<file path="src/rtl/dcache_arb_pkg.sv">
// Shared constants and tag helpers for the dcache request/response arbiter.
package dcache_arb_pkg;
  localparam int   TAG_W        = 5;
  localparam int   ID_W         = 4;
  localparam logic OWN_LSQ      = 1'b0;
  localparam logic OWN_AUX      = 1'b1;
  localparam int   OP_STORE_BIT = 0;

  typedef struct packed {
    logic            owner;
    logic [ID_W-1:0] id;
  } dc_tag_t;

  function automatic logic [TAG_W-1:0] make_tag(input logic owner, input logic [ID_W-1:0] id);
    return {owner, id};
  endfunction
endpackage

</file>
<file path="src/rtl/lsqid_tracker.sv">
// Per-load-id outstanding (pend) and flushed-epoch (stale) bookkeeping.
module lsqid_tracker
  import dcache_arb_pkg::*;
#(
  parameter int NUM_LSQID = 16
) (
  input  logic                 clk,
  input  logic                 rst,
  input  logic                 set_en,
  input  logic [ID_W-1:0]      set_id,
  input  logic                 flush,
  input  logic                 clr_en,
  input  logic [ID_W-1:0]      clr_id,
  output logic [NUM_LSQID-1:0] pend,
  output logic [NUM_LSQID-1:0] stale
);

  logic [NUM_LSQID-1:0] pend_n;
  logic [NUM_LSQID-1:0] stale_n;

  // Order matters: response clear, then flush marks survivors, then a new beat.
  always_comb begin
    pend_n  = pend;
    stale_n = stale;
    if (clr_en) begin
      pend_n[clr_id]  = 1'b0;
      stale_n[clr_id] = 1'b0;
    end
    if (flush) stale_n = stale_n | pend_n;
    if (set_en) begin
      pend_n[set_id]  = 1'b1;
      stale_n[set_id] = flush;
    end
  end

  always_ff @(posedge clk or posedge rst) begin
    if (rst) begin
      pend  <= '0;
      stale <= '0;
    end else begin
      pend  <= pend_n;
      stale <= stale_n;
    end
  end

endmodule

</file>
<file path="src/rtl/dcache_arb.sv">
// Arbitrates the dcache request port between the LSQ and one auxiliary
// requester, tags requests with their owner and routes responses back.
module dcache_arb
  import dcache_arb_pkg::*;
#(
  parameter int STARVE_MAX = 4,
  parameter int NUM_LSQID  = 16
) (
  input  logic             clk,
  input  logic             rst,
  input  logic             lsq_dc_req,
  input  logic [3:0]       lsq_dc_op,
  input  logic [31:0]      lsq_dc_addr,
  input  logic [ID_W-1:0]  lsq_dc_lsqid,
  input  logic [31:0]      lsq_dc_wdata,
  input  logic             lsq_dc_flush,
  output logic             arb_lsq_ready,
  input  logic             aux_req,
  input  logic [3:0]       aux_op,
  input  logic [31:0]      aux_addr,
  input  logic [31:0]      aux_wdata,
  output logic             arb_aux_ready,
  output logic             dc_req,
  output logic [3:0]       dc_op,
  output logic [31:0]      dc_addr,
  output logic [31:0]      dc_wdata,
  output logic [TAG_W-1:0] dc_tag,
  output logic             dc_flush,
  input  logic             dcache_ready,
  input  logic             dcache_valid,
  input  logic             dcache_error,
  input  logic [TAG_W-1:0] dcache_tag,
  input  logic [31:0]      dcache_rdata,
  output logic             arb_lsq_valid,
  output logic             arb_lsq_error,
  output logic [ID_W-1:0]  arb_lsq_lsqid,
  output logic [31:0]      arb_lsq_rdata,
  output logic             arb_aux_valid,
  output logic             arb_aux_error,
  output logic [31:0]      arb_aux_rdata
);

  localparam int CNT_W = $clog2(STARVE_MAX + 1);
  localparam logic [CNT_W-1:0] STARVE_LIM = CNT_W'(STARVE_MAX);

  logic [NUM_LSQID-1:0] pend;
  logic [NUM_LSQID-1:0] stale;
  logic [CNT_W-1:0]     starve_cnt;
  logic                 aux_busy;

  // Inputs are masked while rst is high so every output reads 0 in reset.
  logic lsq_req_m, aux_req_m, rdy_m, rsp_vld_m, flush_m;
  assign lsq_req_m = lsq_dc_req   & ~rst;
  assign aux_req_m = aux_req      & ~rst;
  assign rdy_m     = dcache_ready & ~rst;
  assign rsp_vld_m = dcache_valid & ~rst;
  assign flush_m   = lsq_dc_flush & ~rst;

  dc_tag_t rsp_tag;
  assign rsp_tag = dcache_tag;

  logic lsq_is_load, lsq_elig, aux_elig, aux_win, lsq_win;
  assign lsq_is_load = ~lsq_dc_op[OP_STORE_BIT];
  assign lsq_elig    = lsq_req_m & ~(lsq_is_load & pend[lsq_dc_lsqid] & stale[lsq_dc_lsqid]);
  assign aux_elig    = aux_req_m & ~aux_busy;
  assign aux_win     = aux_elig & (~lsq_elig | (starve_cnt == STARVE_LIM));
  assign lsq_win     = lsq_elig & ~aux_win;

  assign arb_lsq_ready = rdy_m & lsq_win;
  assign arb_aux_ready = rdy_m & aux_win;
  assign dc_req        = lsq_win | aux_win;
  assign dc_flush      = flush_m;

  always_comb begin
    dc_op    = '0;
    dc_addr  = '0;
    dc_wdata = '0;
    dc_tag   = '0;
    if (aux_win) begin
      dc_op    = aux_op;
      dc_addr  = aux_addr;
      dc_wdata = aux_wdata;
      dc_tag   = make_tag(OWN_AUX, '0);
    end else if (lsq_win) begin
      dc_op    = lsq_dc_op;
      dc_addr  = lsq_dc_addr;
      dc_wdata = lsq_dc_wdata;
      dc_tag   = make_tag(OWN_LSQ, lsq_dc_lsqid);
    end
  end

  logic lsq_rsp, aux_rsp;
  assign lsq_rsp = rsp_vld_m & (rsp_tag.owner == OWN_LSQ);
  assign aux_rsp = rsp_vld_m & (rsp_tag.owner == OWN_AUX);

  lsqid_tracker #(.NUM_LSQID(NUM_LSQID)) u_trk (
    .clk    (clk),
    .rst    (rst),
    .set_en (arb_lsq_ready & lsq_is_load),
    .set_id (lsq_dc_lsqid),
    .flush  (flush_m),
    .clr_en (lsq_rsp),
    .clr_id (rsp_tag.id),
    .pend   (pend),
    .stale  (stale)
  );

  assign arb_lsq_valid = lsq_rsp & ~stale[rsp_tag.id] & ~flush_m;
  assign arb_lsq_error = dcache_error & ~rst;
  assign arb_lsq_lsqid = rsp_tag.id & {ID_W{~rst}};
  assign arb_lsq_rdata = dcache_rdata & {32{~rst}};
  assign arb_aux_valid = aux_rsp;
  assign arb_aux_error = dcache_error & ~rst;
  assign arb_aux_rdata = dcache_rdata & {32{~rst}};

  always_ff @(posedge clk or posedge rst) begin
    if (rst) begin
      starve_cnt <= '0;
      aux_busy   <= 1'b0;
    end else begin
      if (!aux_elig || arb_aux_ready) starve_cnt <= '0;
      else if (arb_lsq_ready && starve_cnt != STARVE_LIM) starve_cnt <= starve_cnt + 1'b1;
      // A new aux beat outranks a same-cycle aux response.
      if (arb_aux_ready) aux_busy <= 1'b1;
      else if (aux_rsp)  aux_busy <= 1'b0;
    end
  end

  a_known_rsp: assert property (@(posedge clk) disable iff (rst) lsq_rsp |-> pend[rsp_tag.id]);

endmodule

</file>
<file path="config.mk">
export PLATFORM = sky130hd
export DESIGN_NAME = dcache_arb
export DESIGN_NICKNAME = d
export VERILOG_FILES = /design/src/rtl/dcache_arb_pkg.sv /design/src/rtl/lsqid_tracker.sv /design/src/rtl/dcache_arb.sv
export SDC_FILE = /design/constraint.sdc
export NUM_CORES = 1
export LEC_CHECK = 0
export BUFFER_PORTS_ARGS = -buffer_cell sky130_fd_sc_hd__buf_2
export CORE_AREA = 3 3 130 132
export CTS_CLUSTER_SIZE = 24
export DETAILED_ROUTE_END_ITERATION = 8
export DIE_AREA = 0 0 133 135
export PLACE_DENSITY = 0.6
export SLEW_MARGIN = 20
export SYNTH_ARGS = -nofsm -noshare
export SYNTH_HDL_FRONTEND = slang
export SYNTH_SLANG_ARGS = --single-unit
</file>
<file path="constraint.sdc">
create_clock -name clk -period 4 [get_ports clk]
set_clock_uncertainty 0.05 [all_clocks]
set_input_delay 0.4 -clock clk [delete_from_list [all_inputs] [get_ports clk]]
set_output_delay 0.4 -clock clk [all_outputs]
set_load 0.005 [all_outputs]
</file>
==> summary.md <==
| Metric | Value |
|---|---|
| Worst Tran Pin Value | `0.723 ns` |
| Flops & latches, synth | `36` |
| Ports | `334` |
| Overflow left after global routing | `0` |
| GPL Wtd Cong | `0.927` |
| PwrDens | `278 nW/um^2` |
| CP Max Fanout | `71` |
| Layout area overhead | `46.1%` |
| Core box area | `15800 um^2` |
| Setup Slack @ Placement | `0.762 ns` |
| First-pass GRT wire length | `25300 um` |
| Synth Area in Compound Gates | `0.284` |
| Worst EP arrival | `2.80 ns` |
| Req. time, crit path | `3.55 ns` |
| Worst r2r src | `u_trk.stale[7]` |
| Internal cell power | `0.000996 W` |
| Final hold vios | `0` |
| Setup TNS Final | `0 ns` |
| Clock Sinks | `36` |
| Via/cell ratio | `4.85` |
| Initial antenna violation count | `10` |
| Hold Path Class | `in2async` |
| CTS H-Tree Depth | `2` |
| Outcome | `finished, final reports clean` |
| Combinational family with the most area after synthesis | `compound AO/OA/AOI/OAI gates` |
| XOR/XNOR Fraction of Synth Area | `0` |
| Final setup vio count | `0` |
| Final worst path period share | `0.813` |
| Total track usage | `0.183` |
| Worst path max stage delay | `0.57 ns` |
| Hold_ws | `0.292 ns` |
| Post-DRT Antenna Nets | `0` |
| R2r endpoint | `u_trk.stale[3]` |
| Max Cap Viol | `0` |
| Vias | `4316` |
| Hold-fix buffers at CTS | `0` |
| Flop-to-flop setup slack | `1.60 ns` |
| Sequential Power Share | `0.344` |
| Sequential area share after synthesis | `0.252` |
| Minimum clock period | `3.25 ns` |
| Mux contribution to synthesized area | `0.0866` |
| Unrepaired setup endpoints after global routing | `false` |
| Clock power frac | `0.269` |
| Largest net degree at the start of global routing | `72` |
| Dpl hpwl | `15000 um` |
| Switching Fraction | `0.313` |
| Mean area per synthesized cell | `9.20 um^2` |
| Leak Pwr | `2.81 nW` |
| Root buffer cell | `clkbuf_16` |
| CTS tree | `built` |
| Critical path class | `in2out` |
| Post-synth ARST share | `1.00` |
| Final nets | `855` |
| Clk_lat worst skew | `0.28 ns` |
| Clk slew on worst S/H paths | `0.05 ns` |
| Setup ws final | `0.747 ns` |
| Syn Nets | `575` |
| Synth Flop Type | `dfrtp_1` |
| Critical path's slowest cell | `buf_4` |
| Post-synth EDFFs | `0` |
| Final WL | `18100 um` |
| Layout cells sized above 1 | `0.552` |
| Adder-cell area share of the yosys netlist | `0.00701` |
| I/O Buffers | `333` |
| CP most frequent cell | `buf_2` |
| Post-Syn Area | `3570 um^2` |
| Max-slew headroom | `0.518` |
| Post-CTS setup buffer count | `0` |
| Post-cts sizing count | `0` |
| Critical path startpoint category | `input pin` |
| Initial core utilization | `0.226` |
| Worst vdd rail ir drop | `0.000187 V` |
| Bufs on Longest Clock Path | `2` |
| DRC violations left | `0` |
| Final slew viol count | `0` |
| CP Depth | `9` |
| Net Switching | `0.000454 W` |
| Die Span Y | `135 um` |
| CTS buffer count | `5` |
| Number of global-route vias before repair | `3980` |
| FP Rows | `46` |
| Critical Path, Cell by Cell | `buf_2, mux4_2, a2bb2oi_1, a22oi_2, o31a_4, a21oi_4, buf_4, a22o_1, buf_2` |
| Post-Synthesis Cells | `388` |
| Combinational power share | `0.387` |
| CP endpoint kind | `primary output` |
| CP Buf/Inv Count | `3` |
| Cell family with most CP delay | `compound AO/OA/AOI/OAI gates` |
| Power Total | `0.00145 W` |
| DR WL/cell | `20.3 um` |
| Die area | `18000 um^2` |
| Fill cells | `1700` |
| Synth Area in Simple Gates | `0.216` |
| Yosys warns | `0` |
| Iteration-0 DRC Markers | `444` |
| Die X | `133 um` |
| Drt first pass iters | `6` |
| FF-to-FF path depth | `7` |
| Unique cell type count in the Yosys netlist | `40` |
| Max Fclk | `0.307 GHz` |
[cell families after synthesis]
logic type | Yosys count
buf+inv | 78
simple gates | 142
fa+ha+maj | 2
mux | 17
flops | 36
compound gates | 113
[registers in the layout, summed over array words and instances (netlist names)]
signal	cells
starve_cnt	3
u_trk.stale	16
aux_busy	1
u_trk.pend	16
[Yosys cell counts (2+ instances only)]
master     count  share of area
nor2_1        11          0.012
and2_1         2         0.0035
o21ai_1        6         0.0084
dfrtp_1       36           0.25
inv_1          9         0.0095
buf_6         12          0.038
nor3_1         8          0.011
mux2i_1        5          0.014
nand4_1        9          0.016
a22o_1        67           0.16
nand2b_1       2         0.0035
o2bb2ai_1      4         0.0098
nand3_1       16          0.022
nor3b_1        2         0.0042
ha_1           2         0.0070
nand2_1       28          0.029
and3_1        15          0.026
buf_2          4         0.0056
a32o_1        24          0.067
clkbuf_1      13          0.014
a21oi_1        3         0.0042
buf_4         39          0.082
nor2b_1       44          0.077
mux4_2        11          0.069
[layer usage]
| metal | global-route usage | vias to the layer above | routed length [um] |
|---|---|---|---|
| li1 | - | 2009 | - |
| met1 | 0.239 | 2055 | 7430 |
| met2 | 0.288 | 209 | 8520 |
| met3 | 0.0697 | 31 | 1810 |
| met4 | 0.0404 | 12 | 222 |
| met5 | 0 | - | 69 |
[layout by cell type (no fill, tap or decap), drive strengths merged]
master	n
nand4	9
nand2	28
nor2b	44
mux2	1
a22o	67
nor3b	2
nor2	12
and2	3
diode	4
a21oi	4
clkbuf	8
o21bai	1
o31ai	1
a32o	24
dfrtp	36
o31a	1
or3b	1
mux2i	5
nand2b	2
inv	9
a2bb2oi	1
o2bb2ai	4
nand3	16
buf	342
a221oi	1
o21ai	7
ha	2
a31oi	1
a22oi	1
or2	1
nor3	8
and3	15
and2b	1
mux4	11
[layout make-up]
cell class	instances	area (um^2)	share of cell area
diodes	4	10.0	0.00192
clock buffers	8	146	0.0281
inverters	9	33.8	0.00648
multi-input cells	274	2120	0.406
flip-flops and latches	36	901	0.173
well taps	216	270	0.0518
repair buffers	342	1730	0.333
[power groups by stage]
stage | clock (W) | combinational (W) | sequential, W
4_1_cts | 0.000403 | 0.000562 | 0.000496
5_1_grt | 0.000418 | 0.000608 | 0.000505
3_5_place_dp | 0 | 0.000559 | 0.000502
2_1_floorplan | 0 | 0.000355 | 0.000479
3_3_place_gp | 0 | 0.000558 | 0.000506
6_report | 0.000390 | 0.000562 | 0.000499
[per-stage QoR]
step | area [um^2] | instances | utilization
after floorplan | 3570 | 388 | -
after global placement | 5060 | 877 | 0.320
after detailed placement | 5060 | 877 | 0.320
after CTS | 5200 | 885 | 0.329
after global routing | 5210 | 889 | 0.329
final | 5210 | 889 | 0.329
[worst max-delay path by stage]
stage | startpoint | end
final | lsq_dc_lsqid[0] | dc_op[3]
after global routing | lsq_dc_lsqid[0] | dc_wdata[0]
after CTS | lsq_dc_lsqid[1] | dc_op[3]
after detailed placement | lsq_dc_lsqid[1] | dc_op[3]
after global placement | lsq_dc_lsqid[0] | dc_wdata[15]
after floorplan | rst | dc_wdata[10]
[worst min-delay path: cells and delay by family]
kind	cells	cell delay, ns
buffers and inverters	3	0.66
No activity file was read; power rests on OpenSTA's default activity.
